$ cat src/rtl/cmos_lane_driver.sv
// Host-side sequencer for the dual-rail CMOS evaluation lane: spacer phase, evaluation phase,
// double sample of the lane result with a stability check, and a valid/ready result return.
module cmos_lane_driver #(
    parameter int BIT_SIZE      = 64,
    parameter int SPACER_CYCLES = 2,
    parameter int SETTLE_CYCLES = 4,
    parameter int CNT_W         = 8
) (
    input  logic                clk,
    input  logic                rst_n,
    input  logic                in_valid,
    output logic                in_ready,
    input  logic [BIT_SIZE-1:0] in_x,
    input  logic [BIT_SIZE-1:0] in_k,
    output logic                out_valid,
    input  logic                out_ready,
    output logic [BIT_SIZE-1:0] out_s,
    output logic                out_unstable,
    output logic [BIT_SIZE-1:0] x_top,
    output logic [BIT_SIZE-1:0] x_bar_top,
    output logic [BIT_SIZE-1:0] k_top,
    output logic [BIT_SIZE-1:0] k_bar_top,
    input  logic [BIT_SIZE-1:0] s_top,
    output logic                busy,
    output logic [15:0]         err_count
);

    localparam logic [2:0] S_IDLE     = 3'd0;
    localparam logic [2:0] S_SPACER   = 3'd1;
    localparam logic [2:0] S_EVAL     = 3'd2;
    localparam logic [2:0] S_SAMPLE_A = 3'd3;
    localparam logic [2:0] S_SAMPLE_B = 3'd4;
    localparam logic [2:0] S_DONE     = 3'd5;

    localparam logic [CNT_W-1:0] SPACER_LOAD = CNT_W'(SPACER_CYCLES - 1);
    localparam logic [CNT_W-1:0] SETTLE_LOAD = CNT_W'(SETTLE_CYCLES - 1);

    logic [2:0]          state;
    logic [2:0]          state_nxt;
    logic [CNT_W-1:0]    cnt;
    logic [CNT_W-1:0]    cnt_nxt;
    logic [BIT_SIZE-1:0] x_reg;
    logic [BIT_SIZE-1:0] k_reg;
    logic [BIT_SIZE-1:0] samp_a;
    logic                accept;
    logic                rails_on_nxt;
    logic                unstable_now;

    assign in_ready     = (state == S_IDLE);
    assign busy         = (state != S_IDLE);
    assign accept       = in_valid & in_ready;
    assign unstable_now = (samp_a != s_top);

    // NOTE: every output of this block gets a default first so no path leaves one unassigned (no latch).
    always_comb begin
        state_nxt = state;
        cnt_nxt   = cnt;
        case (state)
            S_IDLE: begin
                if (accept) begin
                    state_nxt = S_SPACER;
                    cnt_nxt   = SPACER_LOAD;
                end
            end
            S_SPACER: begin
                if (cnt == '0) begin
                    state_nxt = S_EVAL;
                    cnt_nxt   = SETTLE_LOAD;
                end else begin
                    cnt_nxt = cnt - 1'b1;
                end
            end
            S_EVAL: begin
                if (cnt == '0) state_nxt = S_SAMPLE_A;
                else           cnt_nxt   = cnt - 1'b1;
            end
            S_SAMPLE_A: state_nxt = S_SAMPLE_B;
            S_SAMPLE_B: state_nxt = S_DONE;
            S_DONE: begin
                if (out_ready) state_nxt = S_IDLE;
            end
            default: state_nxt = S_IDLE;
        endcase
    end

    // Rails are registered off the next state so they switch on the same edge as the FSM.
    assign rails_on_nxt = (state_nxt == S_EVAL) || (state_nxt == S_SAMPLE_A) ||
                          (state_nxt == S_SAMPLE_B);

    // NOTE: sequential state uses non-blocking assignments so every register samples pre-edge values.
    always_ff @(posedge clk or negedge rst_n) begin
        if (!rst_n) begin
            state        <= S_IDLE;
            cnt          <= '0;
            x_reg        <= '0;
            k_reg        <= '0;
            samp_a       <= '0;
            x_top        <= '0;
            x_bar_top    <= '0;
            k_top        <= '0;
            k_bar_top    <= '0;
            out_valid    <= 1'b0;
            out_s        <= '0;
            out_unstable <= 1'b0;
            err_count    <= '0;
        end else begin
            state     <= state_nxt;
            cnt       <= cnt_nxt;
            out_valid <= (state_nxt == S_DONE);
            if (accept) begin
                x_reg <= in_x;
                k_reg <= in_k;
            end
            if (rails_on_nxt) begin
                x_top     <= x_reg;
                x_bar_top <= ~x_reg;
                k_top     <= k_reg;
                k_bar_top <= ~k_reg;
            end else begin
                x_top     <= '0;
                x_bar_top <= '0;
                k_top     <= '0;
                k_bar_top <= '0;
            end
            if (state == S_SAMPLE_A) samp_a <= s_top;
            if (state == S_SAMPLE_B) begin
                out_s        <= s_top;
                out_unstable <= unstable_now;
                if (unstable_now && (err_count != 16'hFFFF)) err_count <= err_count + 16'd1;
            end
        end
    end

endmodule

$ cat config.mk
export PLATFORM = sky130hd
export DESIGN_NAME = cmos_lane_driver
export DESIGN_NICKNAME = d
export VERILOG_FILES = /design/src/rtl/cmos_lane_driver.sv
export SDC_FILE = /design/constraint.sdc
export NUM_CORES = 1
export LEC_CHECK = 0
export CORE_MARGIN = 2
export CORE_UTILIZATION = 35
export DETAILED_ROUTE_END_ITERATION = 12
export SYNTH_ARGS = -nofsm -noshare
export SYNTH_HDL_FRONTEND = slang
export SYNTH_SLANG_ARGS = --single-unit
export TNS_END_PERCENT = 10
$ cat constraint.sdc
create_clock -name clk -period 2.7 [get_ports clk]
set_input_delay 0.54 -clock clk [delete_from_list [all_inputs] [get_ports clk]]
set_output_delay 0.54 -clock clk [all_outputs]
set_load 0.01 [all_outputs]
==> results of run 1 <==
-- stage by stage --
| step | utilization [%] | TNS [ns] | area [um2] | power, mW | cells |
|---|---|---|---|---|---|
| floorplan | - | 0 | 19500 | 16.6 | 1324 |
| global placement | 47.5 | -11.72 | 26100 | 21.3 | 2601 |
| detailed placement | 47.5 | -11.47 | 26100 | 21.6 | 2601 |
| CTS | 50.9 | 0 | 28000 | 29.6 | 2706 |
| global route | 50.9 | 0 | 28000 | 30.8 | 2706 |
| finish | 50.9 | 0 | 28000 | 29.1 | 2707 |
-- power groups by stage --
stage / Clock (mW) / Sequential, mW / Combinational, mW
2_1_floorplan: 0 / 13.0 / 3.66
3_3_place_gp: 0 / 12.5 / 8.79
3_5_place_dp: 0 / 12.7 / 8.90
4_1_cts: 8.06 / 12.6 / 8.96
5_1_grt: 8.41 / 12.9 / 9.51
6_report: 7.80 / 12.5 / 8.78
-- cell type report --
type                    instances  area [um2]
fillers                      4744       27000
flip-flops and latches        541       13500
repair buffers                590        5990
multi-input cells             712        5620
clock buffers                  90        1690
well taps                     748         936
clock inverters                14         186
inverters                      11        41.3
diodes                          1        2.50
-- cells in the mapped netlist (2+ instances only) --
cell	count	area share [%]
nand2_1	21	0.41
or3_1	4	0.13
a211oi_1	2	0.077
clkbuf_1	4	0.077
a21o_1	2	0.077
inv_1	11	0.21
ha_1	2	0.13
xnor2_1	5	0.23
and2_1	128	4.1
xor2_1	80	3.6
mux2_2	256	15
nand3_1	4	0.10
nor4_1	22	0.71
dfrtp_1	541	70
o21ai_0	2	0.051
nor3_1	14	0.36
buf_2	53	1.4
nor3_2	2	0.10
nor2_1	141	2.7
nand4_1	7	0.23
a21oi_1	7	0.18
-- placed cells by master, fill, tap and decap left out, types with 2 or more instances in the layout --
master and n:
a211oi_1 2, a21oi_1 7, and2_1 128, buf_12 17, buf_4 37, bufinv_16 4
clkbuf_1 21, clkbuf_16 59, clkbuf_8 10, clkdlybuf4s50_1 534, clkinv_2 6, dfrtp_1 541
ha_1 2, inv_1 11, mux2_2 256, nand2_1 20, nand3_1 4, nand4_1 7
nor2_1 140, nor3_1 13, nor3_4 2, nor4_1 21, o21ai_0 2, or3_1 4
xnor2_1 5, xor2_1 80
-- metal layers --
layer | global-route usage, % | wire (um) | vias up
met1 | 20.8 | 19900 | 6190
met3 | 8.67 | 5850 | 96
li1 | - | - | 5574
met5 | 0 | 56 | -
met2 | 29.3 | 24500 | 393
met4 | 5.64 | 1350 | 8
-- how the worst max path moves through the flow --
| stage | to | slack, ns |
|---|---|---|
| CTS | busy | 0.05 |
| global placement | err_count[1]$_DFFE_PN0P_ | -0.78 |
| finish | busy | 0.12 |
| detailed placement | err_count[1]$_DFFE_PN0P_ | -0.78 |
| global route | busy | 0.03 |
| floorplan | cnt[2]$_DFFE_PN0P_ | 0.60 |
-- worst max-delay path: stages, from the launching register on --
cell,delay (ns)
dfrtp_1,0.54
nor3_4,0.25
inv_1,0.12
clkdlybuf4s50_1,0.53
-- timing repair --
item,in CTS,in global routing
gates resized for setup,2,1
pin swaps,0,0
hold endpoints to repair,29,0
hold buffers,1,0
setup endpoints to repair,13,1
-- logic make-up after synthesis --
family | count (synthesis) | synth area share (%)
compound gates | 19 | 0.617
xor+xnor | 85 | 3.83
fa+ha+maj | 2 | 0.129
buf+inv | 71 | 1.78
flops | 541 | 69.6
mux | 258 | 14.9
simple gates | 348 | 9.13
==> flow_summary_export.csv, run 1 <==
group,metric,value,unit
logic_synthesis,yosysUniqueCellTypes,37,
place,pre_cts_slack,-0.776,ns
clock_network,cts_max_path_buffers,3,
sta,timing.fmax,0.388,GHz
floorplanning,io_pins,536,
route,viasPerCell,4.53,
sta,slew_headroom,61.5,%
hold_path,worstHoldEndpoint,"k_bar_top[33]$_DFF_PN0_",
global_route,overflow,0,
route,dr.pass1.iters,4,
critical_path,r2r_end,"err_count[1]$_DFFE_PN0P_",
sta,post-route-period-util,95.5,%
critical_path,critical_path.startpoint,"state[2]$_DFF_PN0_",
run,maxCapViolCount,0,
critical_path,cp-start-kind,"flop",
power,switchingPower,8.42,mW
power,p_int,20.7,mW
clock_network,cts_tree,"yes",
sta,drv_slew,0,
logic_synthesis,synth_edf_count,0,
global_route,grt_max_degree,83,
power,clockPowerShare,26.8,%
logic_synthesis,synth_warnings,0,
cells_and_area,syn_to_final_growth,44.0,%
floorplanning,dieArea,57500,um2
global_route,grt_antenna_before_repair,7,
power,combPwrFrac,30.2,%
route,drt_iter0_drc,541,
place,place_hpwl,36.4,mm
route,vias,12300,
clock_network,cts_setup_buffers,0,
clock_network,clock_latency,0.60,ns
logic_synthesis,ys_seq_area_share,69.6,%
critical_path,critPathKind,"reg -> out",
floorplanning,num_rows,86,
clock_network,cts-htree-levels,2,
hold_path,hold_path.class,"reg -> reg",
power,seqPwrFrac,43.0,%
sta,whs,0.420,ns
logic_synthesis,syn_area,19500,um2
global_route,first_global_vias,13100,
hold_path,whs_path_depth,1,
logic_synthesis,syn_inst,1324,
power,irDropWorstVdd,0.626,mV
sta,rsz0062_at_grt,"no",
sta,setup_slack,0.122,ns
floorplanning,core_area,55000,um2
power,p_leak,12.5,nW
cells_and_area,nNetsFinal,2112,
route,drc,0,
route,ant_nets,0,
floorplanning,start_util,35.4,%
global_route,grt_usage,18.0,%
place,gp_congestion,0.768,
critical_path,reg2regPathDepth,8,
sta,setup_viol,0,
sta,tightest_slew,0.572,ns
critical_path,rrSetupSlack,0.20,ns
logic_synthesis,synthesis.nets,1522,
logic_synthesis,avgSynthCellArea,14.7,um2
floorplanning,die-width,240,um
route,drt_wl_total,51.6,mm
critical_path,endpoint_kind,"primary output",
power,p_sw_share,28.9,%
critical_path,required,2.16,ns
clock_network,path_clk_slew,0.06,ns
clock_network,cts.sinks,541,
status,status,"completed",
sta,finalHoldViolations,0,
cells_and_area,drive_gt1_share,20.6,%
critical_path,cp_max_fo,10,
critical_path,cp.arrival,2.04,ns
clock_network,cts_buffers,58,
critical_path,r2r-start,"samp_a[59]$_DFFE_PN0P_",
logic_synthesis,synth-main-ff-cell,"dfrtp_1",
logic_synthesis,synthArstFlopShare,100,%
logic_synthesis,synth-seq-cells,541,
route,wire_per_inst,19.1,um
power,power.density,1040,nW/um2
floorplanning,die_h,240,um
sta,finClkSkew,0.0163,ns
global_route,grt_pass1_wl,78.4,mm
hold_path,hold_start,"k_reg[33]$_DFFE_PN0P_",
place,port_buffers,535,
sta,final.min_clock_period,2.58,ns
clock_network,root_buffer,"clkbuf_16",
Power figures use the tool's default switching activity.
==> inputs of run 2 (changes only) <==
GPL_ROUTABILITY_DRIVEN = 0   (was default)
==> results of run 2 <==
Same layout as run 1: the final DEF is identical, and so are final timing and power.
==> inputs of run 3 (changes only) <==
CAP_MARGIN = 20   (was default)
==> results of run 3 <==
Same layout as run 1: the final DEF is identical, and so are final timing and power.
